### src/rtl/ldd_pkg.sv
// Shared types and default sizes for the laser-driver write-disable scheduler.
package ldd_pkg;

  typedef enum logic [1:0] {
    StIdle,
    StOn,
    StGuard
  } ch_state_e;

  localparam int unsigned CntWDefault       = 16;
  localparam int unsigned StaggerCycDefault = 8;

endpackage

### src/rtl/ldd_ch_fsm.sv
// One write-disable channel: IDLE -> ON -> GUARD -> IDLE, with a guard-time down-counter.
module ldd_ch_fsm
  import ldd_pkg::*;
#(
  parameter int unsigned CNT_W = CntWDefault
) (
  input  logic             clk200,
  input  logic             rst,
  input  logic             hit,
  input  logic             on,
  input  logic [CNT_W-1:0] guard_cyc,
  output logic             wdis,
  output logic             in_guard
);

  ch_state_e        state_q;
  logic [CNT_W-1:0] cnt_q;
  logic             wdis_q;

  always_ff @(posedge clk200) begin
    if (rst) begin
      state_q <= StIdle;
      cnt_q   <= '0;
      wdis_q  <= 1'b0;
    end else begin
      case (state_q)
        StIdle: begin
          if (hit && on) begin
            state_q <= StOn;
            wdis_q  <= 1'b1;
          end
        end
        StOn: begin
          if (hit && !on) begin
            wdis_q <= 1'b0;
            if (guard_cyc == '0) begin
              state_q <= StIdle;
            end else begin
              // Counter holds cycles remaining after the current one.
              state_q <= StGuard;
              cnt_q   <= guard_cyc - CNT_W'(1);
            end
          end
        end
        StGuard: begin
          if (cnt_q == '0) begin
            state_q <= StIdle;
          end else begin
            cnt_q <= cnt_q - CNT_W'(1);
          end
        end
        default: begin
          state_q <= StIdle;
          wdis_q  <= 1'b0;
        end
      endcase
    end
  end

  assign wdis     = wdis_q;
  assign in_guard = (state_q == StGuard);

endmodule

### src/rtl/ldd_wdis_sched.sv
// Laser-driver write-disable scheduler: per-channel command FSMs plus a capture window.
// Define LDD_STAGGER_EN to offset each channel's capture window by STAGGER_CYC cycles.
module ldd_wdis_sched
  import ldd_pkg::*;
#(
  parameter int unsigned CH_NUM      = 3,
  parameter int unsigned CNT_W       = CntWDefault,
  parameter int unsigned STAGGER_CYC = StaggerCycDefault,
  localparam int unsigned CH_W       = (CH_NUM > 1) ? $clog2(CH_NUM) : 1
) (
  input  logic              clk200,
  input  logic              rst,
  input  logic              cap_mode,
  input  logic              cap_trig,
  input  logic [CNT_W-1:0]  cap_len,
  input  logic [CNT_W-1:0]  guard_cyc,
  input  logic              cmd_valid,
  output logic              cmd_ready,
  input  logic [CH_W-1:0]   cmd_ch,
  input  logic              cmd_on,
  output logic [CH_NUM-1:0] com_wdis,
  output logic [CH_NUM-1:0] cap_wdis,
  output logic              cap_busy,
  output logic              cap_done,
  output logic              cmd_err
);

`ifdef LDD_STAGGER_EN
  localparam int unsigned Ofs = STAGGER_CYC;
`else
  localparam int unsigned Ofs = 0;
`endif
  localparam int unsigned LastOfs = (CH_NUM - 1) * Ofs;
  // Wide enough for the longest window plus the largest stagger offset.
  localparam int unsigned SpanW   = CNT_W + $clog2((CH_NUM - 1) * STAGGER_CYC + 2);

  // Command path
  logic [CH_NUM-1:0] ch_wdis;
  logic [CH_NUM-1:0] ch_guard;
  logic [CH_NUM-1:0] ch_hit;
  logic              ch_valid;
  logic              sel_guard;
  logic              accept;
  logic              cmd_err_q;

  always_comb begin
    ch_valid  = ({1'b0, cmd_ch} < (CH_W + 1)'(CH_NUM));
    sel_guard = 1'b0;
    for (int k = 0; k < int'(CH_NUM); k++) begin
      if (cmd_ch == CH_W'(k) && ch_guard[k]) sel_guard = 1'b1;
    end
    // Only re-enabling a channel that is still in its guard time is stalled.
    cmd_ready = ~rst & ~(cmd_valid & cmd_on & sel_guard);
    accept    = cmd_valid & cmd_ready;
    for (int k = 0; k < int'(CH_NUM); k++) begin
      ch_hit[k] = accept & (cmd_ch == CH_W'(k));
    end
  end

  for (genvar k = 0; k < CH_NUM; k++) begin : g_ch
    ldd_ch_fsm #(
      .CNT_W (CNT_W)
    ) u_ch (
      .clk200    (clk200),
      .rst       (rst),
      .hit       (ch_hit[k]),
      .on        (cmd_on),
      .guard_cyc (guard_cyc),
      .wdis      (ch_wdis[k]),
      .in_guard  (ch_guard[k])
    );
  end

  always_ff @(posedge clk200) begin
    if (rst) begin
      cmd_err_q <= 1'b0;
    end else begin
      cmd_err_q <= accept & ~ch_valid;
    end
  end

  // Capture path: one elapsed counter, each channel windowed at its own offset
  logic             busy_q, busy_d;
  logic             done_q, done_d;
  logic [SpanW-1:0] elapsed_q, elapsed_d;
  logic [SpanW-1:0] last_cyc;
  logic [CNT_W-1:0] len_q, len_d;
  logic [CH_NUM-1:0] cap_wdis_q, cap_wdis_d;

  assign last_cyc = SpanW'(len_q) + SpanW'(LastOfs) - SpanW'(1);

  always_comb begin
    busy_d    = busy_q;
    done_d    = 1'b0;
    elapsed_d = elapsed_q;
    len_d     = len_q;
    if (busy_q) begin
      if (!cap_mode) begin
        busy_d = 1'b0;
      end else if (elapsed_q == last_cyc) begin
        busy_d = 1'b0;
        done_d = 1'b1;
      end else begin
        elapsed_d = elapsed_q + SpanW'(1);
      end
    end else if (cap_trig && cap_mode) begin
      busy_d    = 1'b1;
      elapsed_d = '0;
      len_d     = (cap_len == '0) ? CNT_W'(1) : cap_len;
    end
  end

  for (genvar k = 0; k < CH_NUM; k++) begin : g_win
    logic [SpanW:0] rel;
    // Borrow bit set means the window for this channel has not opened yet.
    assign rel           = {1'b0, elapsed_d} - (SpanW + 1)'(k * Ofs);
    assign cap_wdis_d[k] = busy_d & ~rel[SpanW] & (rel[SpanW-1:0] < SpanW'(len_d));
  end

  always_ff @(posedge clk200) begin
    if (rst) begin
      busy_q     <= 1'b0;
      done_q     <= 1'b0;
      elapsed_q  <= '0;
      len_q      <= '0;
      cap_wdis_q <= '0;
    end else begin
      busy_q     <= busy_d;
      done_q     <= done_d;
      elapsed_q  <= elapsed_d;
      len_q      <= len_d;
      cap_wdis_q <= cap_wdis_d;
    end
  end

  assign com_wdis = ch_wdis;
  assign cap_wdis = cap_wdis_q;
  assign cap_busy = busy_q;
  assign cap_done = done_q;
  assign cmd_err  = cmd_err_q;

endmodule
### config.mk
export PLATFORM = sky130hd
export DESIGN_NAME = ldd_wdis_sched
export DESIGN_NICKNAME = d
export VERILOG_FILES = /design/src/rtl/ldd_pkg.sv /design/src/rtl/ldd_ch_fsm.sv /design/src/rtl/ldd_wdis_sched.sv
export SDC_FILE = /design/constraint.sdc
export NUM_CORES = 1
export LEC_CHECK = 0
export ABC_AREA = 1
export BUFFER_PORTS_ARGS = -buffer_cell sky130_fd_sc_hd__clkbuf_2
export CAP_MARGIN = 5
export CORE_MARGIN = 2
export CORE_UTILIZATION = 45
export CTS_CLUSTER_DIAMETER = 30
export DETAILED_ROUTE_END_ITERATION = 8
export GPL_TIMING_DRIVEN = 0
export SLEW_MARGIN = 40
export SYNTH_ARGS = -nofsm -noshare
export SYNTH_HDL_FRONTEND = slang
export SYNTH_SLANG_ARGS = --single-unit
export TNS_END_PERCENT = 10
### constraint.sdc
create_clock -name clk200 -period 2.9 [get_ports clk200]
set_input_delay 0.58 -clock clk200 [delete_from_list [all_inputs] [get_ports clk200]]
set_output_delay 0.58 -clock clk200 [all_outputs]
set_load 0.005 [all_outputs]
==> out/results.ini <==
[run_status]
status = complete, but fails checks
violations = negative setup slack

[synthesis]
syn_area_sq_um = 7200
syn_nets = 1239
synth_ff_type = dfxtp_1
yosys_warnings = 0
ys_seq_area_frac = 0.273
post_synth.cell_area_avg_sq_um = 6.11
ys_ff_latch = 98
synth_cell_type_count = 47
syn-instance-count = 1178
yosys-top-cells-area = dfxtp_1 (27%), nand2_1 (15%), nor2_1 (8.5%)
async_reset_ff_frac = 0
yosysTopAreaCell = dfxtp_1
yosysTopAreaCellShare = 0.273
synth_edf_count = 0

[place]
globalplace.congestion = 0.946
numPortBuffers = 48
dpl_cell_area_sq_um = 7720
dp.cells = 1442
dpl.hpwl_mm = 17.5

[sta]
period_minus_slack_ns = 3.21
layout_setup_ws_ns = -0.311
fin_tns_setup_ns = -0.311
slew_headroom = 0.481
rsz0062_at_grt = true
maxSlewViolCount = 0
max_freq_mhz = 311
setup_viol = 1
hold_viol_final = 0
period_share = 1.11
tightest_slew_ns = 0.773
fin_skew_ns = 0.00804

[cts]
path_clk_slew_ns = 0.07
clockBufferDepth = 2
cts-root-buf = clkbuf_16
cts_tree = built
clock_latency_ns = 0.35
hold_buffers = 0
cts.sinks = 98
cts_buffers = 9
htreeDepth = 3

[setup_path]
cp.required_ns = 3.19
arrival_ns = 3.50
critPathLaunchType = flip-flop
r2r-start = len_q[1]
reg2reg_slack_ns = -0.31
critical_path.startpoint = len_q[1]
critPathKind = flip-flop to flip-flop
cp-end-kind = flip-flop
r2r-end = cap_wdis[0]
ff2ff_path_depth = 22
cp_max_fo = 6

[detailed_routing]
wl_per_cell_um = 15.4
drtPass1Iterations = 5
num_vias = 7795
drt_iter0_drc = 466
antenna_left = 0
totalWireLength_mm = 22.7
routed_via_density = 5.29
drc = 0

[min_path]
hold_path_end = g_ch[1].u_ch.cnt_q[2]
holdPathStages = 2
hold_class = flip-flop to flip-flop
min_from = g_ch[1].u_ch.cnt_q[2]

[global_route]
grt_start_max_net_pins = 15
grt.total_usage = 0.269
grt_antenna_before_repair = 0
grt_pass1_vias = 7069
grt.overflow.total = 0
grt_pass1_wl_mm = 35.4

[run]
drv_cap = 0

[layout]
drive_above_1_share = 0.138
syn_to_final_growth_pct = 16.5
nFillCells = 1653
fin_area_sq_um = 8380
nets = 1314
n_antenna_cell = 0
instances_no_fill = 1473

[floorplan]
initial_core_util = 0.456
fp.dieH_um = 130
io_pins = 50
rows = 46
fp.dieArea_sq_um = 17000
die_w_um = 130
core-area_sq_um = 15800

[pwr]
p_leak_nw = 3.83
max-vdd-ir-drop_mv = 0.274
powerDensity_nw_per_um2 = 545

## where the power goes
part           switching, W  internal [W]
combinational       0.00116      0.000650
clock              0.000524      0.000621
sequential         0.000126       0.00149
total               0.00181       0.00276
## cells by family after synthesis
logic type	synth area share
buffers and inverters	0.106
xor gates and xnor gates	0.0462
DFF	0.273
adders and majority gates	0.0365
and+or+nand+nor	0.380
muxes	0.00139
AOI/OAI and AO/OA	0.158
## synthesized netlist by cell type (all sizes together) (2+ instances only)
cell,count
o31ai,3
a21oi,72
nand4,25
nor4,14
nor2,173
o41ai,2
ha,21
a211oi,10
nor3,20
nand2,305
buf,17
xor2,23
a22oi,3
inv,148
o211ai,9
a31oi,11
and2,2
o22ai,2
o21a,3
nand3b,7
dfxtp,98
o21ai,79
nand3,84
xnor2,15
clkbuf,22
## critical path: stages (launching register included)
cell      delay, ns
dfxtp_2        0.34
inv_2          0.08
ha_4           0.17
nand2_4        0.08
nor2_4         0.14
buf_6          0.13
nand4_1        0.09
nand2_2        0.10
nor2_2         0.05
nand3_2        0.10
nor2_4         0.05
nor2_4         0.16
buf_8          0.15
nand3_4        0.09
o211ai_1       0.31
nand2_2        0.11
ha_4           0.23
a21oi_2        0.13
nor2_2         0.05
a211oi_2       0.16
o221a_2        0.23
nand2_2        0.08
a21oi_2        0.11
## repair_timing
item	4_1_cts	5_1_grt
pin swaps	16	18
setup buffers	12	3
cloned	1	0
resized for setup	30	29
endpoints found under the setup margin	1	1
## flip-flops by register name (all words and copies together), names as in the netlist
register	flops
g_ch.u_ch.wdis	3
cmd_err	1
len_q	16
g_ch.u_ch.state_q	6
g_ch.u_ch.cnt_q	48
cap_busy	1
elapsed_q	21
cap_wdis	1
cap_done	1
## worst max-delay path by stage
stage,end,slack (ns),cells past startpoint
after floorplan,cap_wdis[0],0.04,22
after CTS,cap_wdis[0],-0.30,24
after global routing,cap_wdis[0],-0.52,22
after global placement,cap_wdis[0],-1.32,16
final,cap_wdis[0],-0.31,22
after detailed placement,cap_wdis[0],-0.93,15
## cell type report
cell class / count / area (sq um) / share of cell area
multi-input combinational: 892 / 4720 / 0.563
clock inverter: 3 / 15.0 / 0.00179
sequential: 98 / 1970 / 0.235
tap: 216 / 270 / 0.0322
timing repair buffer: 64 / 385 / 0.0460
buffer: 39 / 209 / 0.0249
clock buffer: 12 / 256 / 0.0306
inverter: 149 / 562 / 0.0670
## cells in the final DEF, fill, tap and decap left out, drive strengths merged, types with 11 or more instances in the layout
cell	instances
a31oi	11
dfxtp	98
xor2	23
o21ai	79
nor4	14
inv	148
ha	21
buf	33
clkbuf	82
xnor2	15
a21oi	72
nor3	20
nor2	173
nand4	25
nand2	305
nand3	84
## metal layers
metal | part of all wire | global-route usage
met3 | 0.041 | 0.0265
met1 | 0.44 | 0.330
met5 | 0 | 0
met2 | 0.47 | 0.470
met4 | 0.043 | 0.138
## stage by stage
stage | util | total power [W] | setup WS [ns] | hold slack (ns)
final | 0.531 | 0.00457 | -0.311 | 0.476
after detailed placement | 0.490 | 0.00337 | -0.933 | 0.463
after global routing | 0.531 | 0.00490 | -0.515 | 0.502
after CTS | 0.520 | 0.00456 | -0.299 | 0.474
after global placement | 0.490 | 0.00336 | -1.32 | 0.453
after floorplan | - | 0.00295 | 0.0370 | 0.440
Power figures use the tool's default switching activity.
